### src/rtl/pie_preamble_encoder_pkg.sv
// Shared types and helpers for the Gen2 PIE preamble/frame-sync encoder.
// Symbol lengths are in output samples; RTCAL is derived from TARI and DATA1.
package pie_preamble_encoder_pkg;

  typedef enum logic [2:0] {
    ST_IDLE,
    ST_DELIM,
    ST_DATA0,
    ST_RTCAL,
    ST_TRCAL,
    ST_BITS
  } state_e;

  function automatic int rtcal_len(input int tari, input int data1);
    return tari + data1;
  endfunction

  // Length of the segment currently being emitted; bit_val only matters in ST_BITS.
  function automatic int sym_len(input state_e st, input logic bit_val, input int tari,
                                 input int data1, input int delim, input int trcal);
    int len;
    len = tari;
    case (st)
      ST_DELIM: len = delim;
      ST_DATA0: len = tari;
      ST_RTCAL: len = rtcal_len(tari, data1);
      ST_TRCAL: len = trcal;
      ST_BITS:  len = bit_val ? data1 : tari;
      default:  len = tari;
    endcase
    return len;
  endfunction

endpackage

### src/rtl/pie_preamble_encoder_if.sv
// Request, bit-stream and envelope signals of the PIE encoder.
// The master side issues frames and bits; the slave side is the encoder.
interface pie_preamble_encoder_if #(
  parameter int LEN_WIDTH = 8
) ();
  logic                 start;
  logic                 preamble;
  logic [LEN_WIDTH-1:0] cmd_len;
  logic                 in_dat;
  logic                 in_vld;
  logic                 in_rdy;
  logic                 out_dat;
  logic                 out_vld;
  logic                 busy;
  logic                 done;
  logic                 underrun;

  modport master (
    output start, preamble, cmd_len, in_dat, in_vld,
    input  in_rdy, out_dat, out_vld, busy, done, underrun
  );

  modport slave (
    input  start, preamble, cmd_len, in_dat, in_vld,
    output in_rdy, out_dat, out_vld, busy, done, underrun
  );
endinterface

### src/rtl/pie_preamble_encoder_sample_tick_gen.sv
// Free-running clock divider: tick_o is high on the terminal count, once every
// CLKS_PER_SAMPLE cycles (every cycle when CLKS_PER_SAMPLE is 1).
module pie_preamble_encoder_sample_tick_gen #(
  parameter int CLKS_PER_SAMPLE = 4
) (
  input  logic clk,
  input  logic rst,
  output logic tick_o
);
  localparam int DW = (CLKS_PER_SAMPLE > 1) ? $clog2(CLKS_PER_SAMPLE) : 1;

  logic [DW-1:0] div_q, div_d;

  always_comb begin
    tick_o = (div_q == DW'(CLKS_PER_SAMPLE - 1));
    div_d  = tick_o ? '0 : div_q + DW'(1);
  end

  // NOTE: sequential state is written with <= only, so every flop samples pre-edge values.
  always_ff @(posedge clk or posedge rst) begin
    if (rst) div_q <= '0;
    else     div_q <= div_d;
  end
endmodule

### src/rtl/pie_preamble_encoder.sv
// Gen2 reader transmit framer: delimiter, data-0, RTcal, optional TRcal, then one
// PIE symbol per command bit, as a registered 1-bit carrier envelope.
module pie_preamble_encoder
  import pie_preamble_encoder_pkg::*;
#(
  parameter int CLKS_PER_SAMPLE = 4,
  parameter int TARI            = 8,
  parameter int DATA1           = 14,
  parameter int PW              = 4,
  parameter int DELIM           = 4,
  parameter int TRCAL           = 48,
  parameter int LEN_WIDTH       = 8
) (
  input  logic clk,
  input  logic rst,
  pie_preamble_encoder_if.slave bus
);
  localparam int CW = $clog2(TRCAL + 1);

  state_e               state_q, state_d;
  logic [CW-1:0]        cnt_q, cnt_d;
  logic                 pre_q, pre_d;
  logic [LEN_WIDTH-1:0] len_q, len_d;
  logic [LEN_WIDTH-1:0] fetched_q, fetched_d;
  logic                 buf_vld_q, buf_vld_d;
  logic                 buf_dat_q, buf_dat_d;
  logic                 cur_bit_q, cur_bit_d;
  logic                 out_dat_q, out_dat_d;
  logic                 out_vld_q, out_vld_d;
  logic                 busy_q, busy_d;
  logic                 done_q, done_d;
  logic                 underrun_q, underrun_d;

  logic                 tick;
  logic                 in_rdy_c;
  logic                 sym_bit_c;
  logic [CW-1:0]        len_c;
  logic                 last_c;
  logic                 more_c;
  logic                 sample_c;

  pie_preamble_encoder_sample_tick_gen #(
    .CLKS_PER_SAMPLE(CLKS_PER_SAMPLE)
  ) u_tick (
    .clk   (clk),
    .rst   (rst),
    .tick_o(tick)
  );

  always_comb begin
    // NOTE: every always_comb output gets a default first so no path can infer a latch.
    state_d    = state_q;
    cnt_d      = cnt_q;
    pre_d      = pre_q;
    len_d      = len_q;
    fetched_d  = fetched_q;
    buf_vld_d  = buf_vld_q;
    buf_dat_d  = buf_dat_q;
    cur_bit_d  = cur_bit_q;
    out_dat_d  = out_dat_q;
    out_vld_d  = tick;
    busy_d     = (state_q != ST_IDLE);
    done_d     = 1'b0;
    underrun_d = 1'b0;

    in_rdy_c  = !buf_vld_q && (fetched_q < len_q) && (state_q != ST_IDLE);
    // The bit under way is still in the buffer on the first sample of its symbol.
    sym_bit_c = (cnt_q == '0) ? buf_dat_q : cur_bit_q;
    len_c     = CW'(sym_len(state_q, sym_bit_c, TARI, DATA1, DELIM, TRCAL));
    last_c    = (cnt_q == len_c - CW'(1));
    more_c    = (fetched_q < len_q) || buf_vld_q;

    case (state_q)
      ST_IDLE:  sample_c = 1'b1;
      ST_DELIM: sample_c = 1'b0;
      default:  sample_c = (cnt_q < len_c - CW'(PW));
    endcase

    if (in_rdy_c && bus.in_vld) begin
      buf_vld_d = 1'b1;
      buf_dat_d = bus.in_dat;
      fetched_d = fetched_q + LEN_WIDTH'(1);
    end

    if (state_q == ST_IDLE) begin
      if (bus.start && !busy_q) begin
        state_d   = ST_DELIM;
        cnt_d     = '0;
        pre_d     = bus.preamble;
        len_d     = bus.cmd_len;
        fetched_d = '0;
        buf_vld_d = 1'b0;
        busy_d    = 1'b1;
      end
      if (tick) out_dat_d = 1'b1;
    end else if (tick) begin
      out_dat_d = sample_c;
      if (state_q == ST_BITS && cnt_q == '0) begin
        cur_bit_d = buf_dat_q;
        buf_vld_d = 1'b0;
      end
      if (!last_c) begin
        cnt_d = cnt_q + CW'(1);
      end else begin
        cnt_d = '0;
        case (state_q)
          ST_DELIM: state_d = ST_DATA0;
          ST_DATA0: state_d = ST_RTCAL;
          default: begin
            if (state_q == ST_RTCAL && pre_q) begin
              state_d = ST_TRCAL;
            end else if (!more_c) begin
              state_d   = ST_IDLE;
              done_d    = 1'b1;
              buf_vld_d = 1'b0;
            end else if (!buf_vld_q) begin
              state_d    = ST_IDLE;
              underrun_d = 1'b1;
              buf_vld_d  = 1'b0;
            end else begin
              state_d = ST_BITS;
            end
          end
        endcase
      end
    end
  end

  always_ff @(posedge clk or posedge rst) begin
    if (rst) begin
      state_q    <= ST_IDLE;
      cnt_q      <= '0;
      pre_q      <= 1'b0;
      len_q      <= '0;
      fetched_q  <= '0;
      buf_vld_q  <= 1'b0;
      buf_dat_q  <= 1'b0;
      cur_bit_q  <= 1'b0;
      out_dat_q  <= 1'b1;
      out_vld_q  <= 1'b0;
      busy_q     <= 1'b0;
      done_q     <= 1'b0;
      underrun_q <= 1'b0;
    end else begin
      state_q    <= state_d;
      cnt_q      <= cnt_d;
      pre_q      <= pre_d;
      len_q      <= len_d;
      fetched_q  <= fetched_d;
      buf_vld_q  <= buf_vld_d;
      buf_dat_q  <= buf_dat_d;
      cur_bit_q  <= cur_bit_d;
      out_dat_q  <= out_dat_d;
      out_vld_q  <= out_vld_d;
      busy_q     <= busy_d;
      done_q     <= done_d;
      underrun_q <= underrun_d;
    end
  end

  assign bus.in_rdy   = in_rdy_c;
  assign bus.out_dat  = out_dat_q;
  assign bus.out_vld  = out_vld_q;
  assign bus.busy     = busy_q;
  assign bus.done     = done_q;
  assign bus.underrun = underrun_q;
endmodule

### src/flat_wrapper.sv
// flat-port wrapper written by rule: the top's interface ports become plain ports
module pie_preamble_encoder_flat import pie_preamble_encoder_pkg::*;
#(
  parameter int CLKS_PER_SAMPLE = 4,
  parameter int TARI            = 8,
  parameter int DATA1           = 14,
  parameter int PW              = 4,
  parameter int DELIM           = 4,
  parameter int TRCAL           = 48,
  parameter int LEN_WIDTH       = 8
)
  (clk, rst, bus_start, bus_preamble, bus_cmd_len, bus_in_dat, bus_in_vld, bus_in_rdy, bus_out_dat, bus_out_vld, bus_busy, bus_done, bus_underrun);
  pie_preamble_encoder_if #(.LEN_WIDTH(LEN_WIDTH)) bus_i ();
  input  logic clk;
  input  logic rst;
  input wire logic [$bits(bus_i.start)-1:0] bus_start;
  input wire logic [$bits(bus_i.preamble)-1:0] bus_preamble;
  input wire logic [$bits(bus_i.cmd_len)-1:0] bus_cmd_len;
  input wire logic [$bits(bus_i.in_dat)-1:0] bus_in_dat;
  input wire logic [$bits(bus_i.in_vld)-1:0] bus_in_vld;
  output wire logic [$bits(bus_i.in_rdy)-1:0] bus_in_rdy;
  output wire logic [$bits(bus_i.out_dat)-1:0] bus_out_dat;
  output wire logic [$bits(bus_i.out_vld)-1:0] bus_out_vld;
  output wire logic [$bits(bus_i.busy)-1:0] bus_busy;
  output wire logic [$bits(bus_i.done)-1:0] bus_done;
  output wire logic [$bits(bus_i.underrun)-1:0] bus_underrun;
  assign bus_i.start = bus_start;
  assign bus_i.preamble = bus_preamble;
  assign bus_i.cmd_len = bus_cmd_len;
  assign bus_i.in_dat = bus_in_dat;
  assign bus_i.in_vld = bus_in_vld;
  assign bus_in_rdy = bus_i.in_rdy;
  assign bus_out_dat = bus_i.out_dat;
  assign bus_out_vld = bus_i.out_vld;
  assign bus_busy = bus_i.busy;
  assign bus_done = bus_i.done;
  assign bus_underrun = bus_i.underrun;
  pie_preamble_encoder #(.CLKS_PER_SAMPLE(CLKS_PER_SAMPLE), .TARI(TARI), .DATA1(DATA1), .PW(PW), .DELIM(DELIM), .TRCAL(TRCAL), .LEN_WIDTH(LEN_WIDTH)) u_core (.clk(clk), .rst(rst), .bus(bus_i));
endmodule
### config.mk
export PLATFORM = sky130hd
export DESIGN_NAME = pie_preamble_encoder_flat
export DESIGN_NICKNAME = d
export VERILOG_FILES = /design/src/rtl/pie_preamble_encoder_pkg.sv /design/src/rtl/pie_preamble_encoder_if.sv /design/src/rtl/pie_preamble_encoder_sample_tick_gen.sv /design/src/rtl/pie_preamble_encoder.sv /design/src/flat_wrapper.sv
export SDC_FILE = /design/constraint.sdc
export NUM_CORES = 1
export LEC_CHECK = 0
export ABC_AREA = 1
export CORE_ASPECT_RATIO = 0.8
export CORE_MARGIN = 3
export CORE_UTILIZATION = 45
export CTS_CLUSTER_DIAMETER = 60
export DETAILED_ROUTE_END_ITERATION = 6
export PLACE_DENSITY_LB_ADDON = 0.1
export SLEW_MARGIN = 5
export SYNTH_ARGS = -nofsm -noshare
export SYNTH_HDL_FRONTEND = slang
export SYNTH_HIERARCHICAL = 1
export SYNTH_SLANG_ARGS = --single-unit
export TNS_END_PERCENT = 50
### constraint.sdc
create_clock -name clk -period 3 [get_ports clk]
set_input_delay 0.3 -clock clk [delete_from_list [all_inputs] [get_ports clk]]
set_output_delay 0.3 -clock clk [all_outputs]
set_load 0.02 [all_outputs]
==> summary.md <==
| Metric | Value |
|---|---|
| Status | finished, final reports clean |
| Chip height | 68.8 um |
| WL final | between 4 and 5 mm |
| Clock transition at path regs | 0.07 ns |
| Gr ovfl total | 0 |
| Data required, critical path | 3.21 ns |
| Skew-Pair Late Insertion Delay | 0.28 ns |
| Fill count | between 400 and 500 |
| P per Cell Area | 450 nW/um^2 |
| Startpoint Class | flop |
| Share of flip-flops with an asynchronous set or reset | 100% |
| Row count | 22 |
| Max_cap viols | 0 |
| Syn Nets | 310 |
| Final min period | ~2.6 ns |
| CTS tree | built |
| Predominant post-synthesis flop cell | dfrtp_1 |
| Mapped Area | 2220 um^2 |
| Storage element area | 902 um^2 |
| RSZ-0062 raised after global routing | false |
| DR WL/cell | 12.1 um |
| Met2 Resource Use GR | 25.2% |
| Die width | 84.5 um |
| Number of diodes | 0 |
| First drt pass iteration count | 4 |
| RD Place Congestion | just under 0.8 |
| Register area share after synthesis | 40.6% |
| Initial antenna violation count | 0 |
| 1st-iter DRT viols | ~110 |
| Logic pwr share | 18.7% |
| Vias per std cell | ~4.8 |
| Area occupied by multi-input gates | ~1100 um^2 |
| FF-to-FF setup slack | ~0.36 ns |
| Max_slew headroom | 67.2% |
| Maximum VDD drop | 334 uV |
| EDFF count, synth | 0 |
| Reg2Reg Launch Point | u_core/cnt_q[0] |
| GRT Util Overall | between 10% and 20% |
| H-tree Lvls | 2 |
| Clock Sinks | 36 |
| Most used routing layer | met2 |
| Pleak | around 1.3 nW |
| Internal power | 818 uW |
| DRC | 0 |
| Yosys warns | 6 |
| Cells after synthesis | 276 |
| Critical path arrival | roughly 2.9 ns |
| Io pins | 20 |
| Port Buffers | 19 |
| Met3 Usage GRT | 4.04% |
| CP startpoint | u_core/cnt_q[0] |
| DP HPWL | 3.29 mm |
| CTS buffer count | 5 |
| Cell taking the most area after synthesis | dfrtp_1 |
| Core ar. | ~4700 um^2 |
| Final net count | 334 |
| Critical path capture point type | flop |
| Tcrit/Tclk final | 88.0% |
| Net Sw Frac | around 29% |
| Vias in the first global route | about 1700 |
| Max FO, Critical Path | 4 |
| Seq cells post-synth | 36 |
| Die area | 5820 um^2 |
| Buffer levels on the longest clock path | 2 |
| Hold Path Class | in2async |
| Clock power share | between 30% and 40% |
| Cells after DPL | 353 |
| Layout Cells excl Fill | 361 |
| Fmax | 379 MHz |
| Vias | 1748 |
| Maximum number of pins on one net before global-route repair | 35 |
| Cell count of the worst reg-to-reg path | 17 |
| PostCTS Resize Cnt | 0 |
| Clock skew | 0.00428 ns |
| Met1 Use GR | 24.4% |
| Hold-fix buffers at CTS | 0 |
| Critical path type | reg2reg |
| CTS root buf | clkbuf_8 |
| Area Growth Syn to Fin | 15.5% |
| Yosys cell types | 32 |
| Post-CTS Setup Inserts | 0 |
| Final setup violation count | 0 |
| Setup TNS Final | 0 ns |
| Starting Density | 47.5% |
| Final hold violation count | 0 |
| P_sw | 336 uW |
| DRT antenna net count | 0 |
| Overall Power | between 1 and 1.5 mW |
| Layout cell share with drive strength beyond 1 | between 10% and 20% |
| Final max-slew violation count | 0 |
| Syn Area/Cell | between 8 and 9 um^2 |
| Sequential share of power | 50.7% |
| Area contributors post-synth | dfrtp_1, ha_1, nand2_1 |
| Slew at the pin closest to its max-slew limit | just under 0.5 ns |
| First-pass GRT wire length | between 7 and 8 mm |
| Area share of the largest cell type after synthesis | between 30% and 40% |
| Reg-to-Reg End | u_core/bus.out_dat |
-- per-layer routing --
metal,share of wire [%],wire length [um]
met5,0,0
met4,0.62,27
met3,4.0,175
met2,40,1760
met1,55,2420
-- stage by stage --
| step | util (%) | cell area, um^2 | setup slack [ns] | hold slack, ns |
|---|---|---|---|---|
| floorplan | - | 2220 | 0.598 | 0.0412 |
| global placement | 52.9 | 2470 | 0.493 | 0.420 |
| detailed placement | 52.9 | 2470 | 0.367 | 0.424 |
| CTS | 54.8 | 2560 | 0.360 | 0.188 |
| global route | 54.8 | 2560 | 0.0499 | 0.219 |
| finish | 54.8 | 2560 | 0.359 | 0.196 |
-- power by group through the flow --
stage / Sequential (mW) / Combinational, mW / Clock, mW
2_1_floorplan: 0.582 / 0.161 / 0
3_3_place_gp: 0.594 / 0.213 / 0
3_5_place_dp: 0.595 / 0.218 / 0
4_1_cts: 0.585 / 0.220 / 0.369
5_1_grt: 0.595 / 0.254 / 0.389
6_report: 0.585 / 0.215 / 0.353
-- logic make-up after synthesis --
kind of cell / after synthesis / share of synthesized area [%]
AO/OA/AOI/OAI: 36 / 8.51
AND/OR/NAND/NOR: 134 / 29.3
adder cells (fa/ha/maj): 20 / 11.3
flip-flops: 36 / 40.6
XOR/XNOR: 6 / 2.37
buffers and inverters: 44 / 7.94
-- worst max path at each step --
stage	end	slack, ns	depth (start not counted)
floorplan	u_core/bus.out_dat	0.60	17
global placement	u_core/bus.out_dat	0.49	17
detailed placement	u_core/bus.out_dat	0.37	17
CTS	u_core/bus.out_dat	0.36	17
global route	u_core/bus.out_dat	0.05	17
finish	u_core/bus.out_dat	0.36	17
-- sequential cells by signal, indices dropped and copies added (netlist names), 2 cells and up --
name,cells
u_core/fetched_q,8
u_core/cnt_q,6
u_core/state_q,3
u_core/u_tick/div_q,2
u_core/len_q,8
-- placed cells by master (no fill, tap or decap) --
master	n
nand2_1	59
dfrtp_1	35
inv_1	34
nor2_1	27
ha_1	20
clkdlybuf4s50_1	19
nand3_1	19
o21ai_0	15
a21oi_1	13
clkbuf_8	6
inv_2	6
xor2_1	6
nand2_2	5
o21ai_1	5
nor2_2	4
nand4_1	3
nand3_2	3
clkbuf_1	2
nand2_4	2
a211oi_1	2
nor3_2	2
nor3_1	2
buf_4	2
nor2_4	1
or2_1	1
and2_4	1
nand4_4	1
o311ai_0	1
nand3b_1	1
nor3b_1	1
nor4_1	1
and3_1	1
dfstp_2	1
-- cell usage after synthesis, types with 3 or more instances --
library cell and n:
a21oi_1 13, dfrtp_1 35, ha_1 20, inv_1 34, inv_2 6, nand2_1 59, nand2_2 5, nand3_1 19
nand3_2 3, nand4_1 3, nor2_1 27, nor2_2 4, o21ai_0 15, o21ai_1 5, xor2_1 6
-- critical path, stage by stage (launching register included) --
cell and delay (ns):
dfrtp_1 0.40, inv_1 0.11, ha_1 0.18, nand3_1 0.09, nand2_1 0.07, nand3_1 0.10, nand2_1 0.12, inv_1 0.08
ha_1 0.21, or2_1 0.22, and2_4 0.15, inv_1 0.05, ha_1 0.21, nand2_1 0.07, nor2_1 0.05, a211oi_1 0.16
o311ai_0 0.16, a21oi_1 0.15
-- area by class of cell --
cell class              instances  area share [%]
flip-flops and latches         36            35.2
repair buffers                 21            8.00
well taps                      60            2.93
multi-input cells             196            44.5
inverters                      40            5.85
clock buffers                   8            3.51
Note: power is estimated with default switching activity, not from simulation.
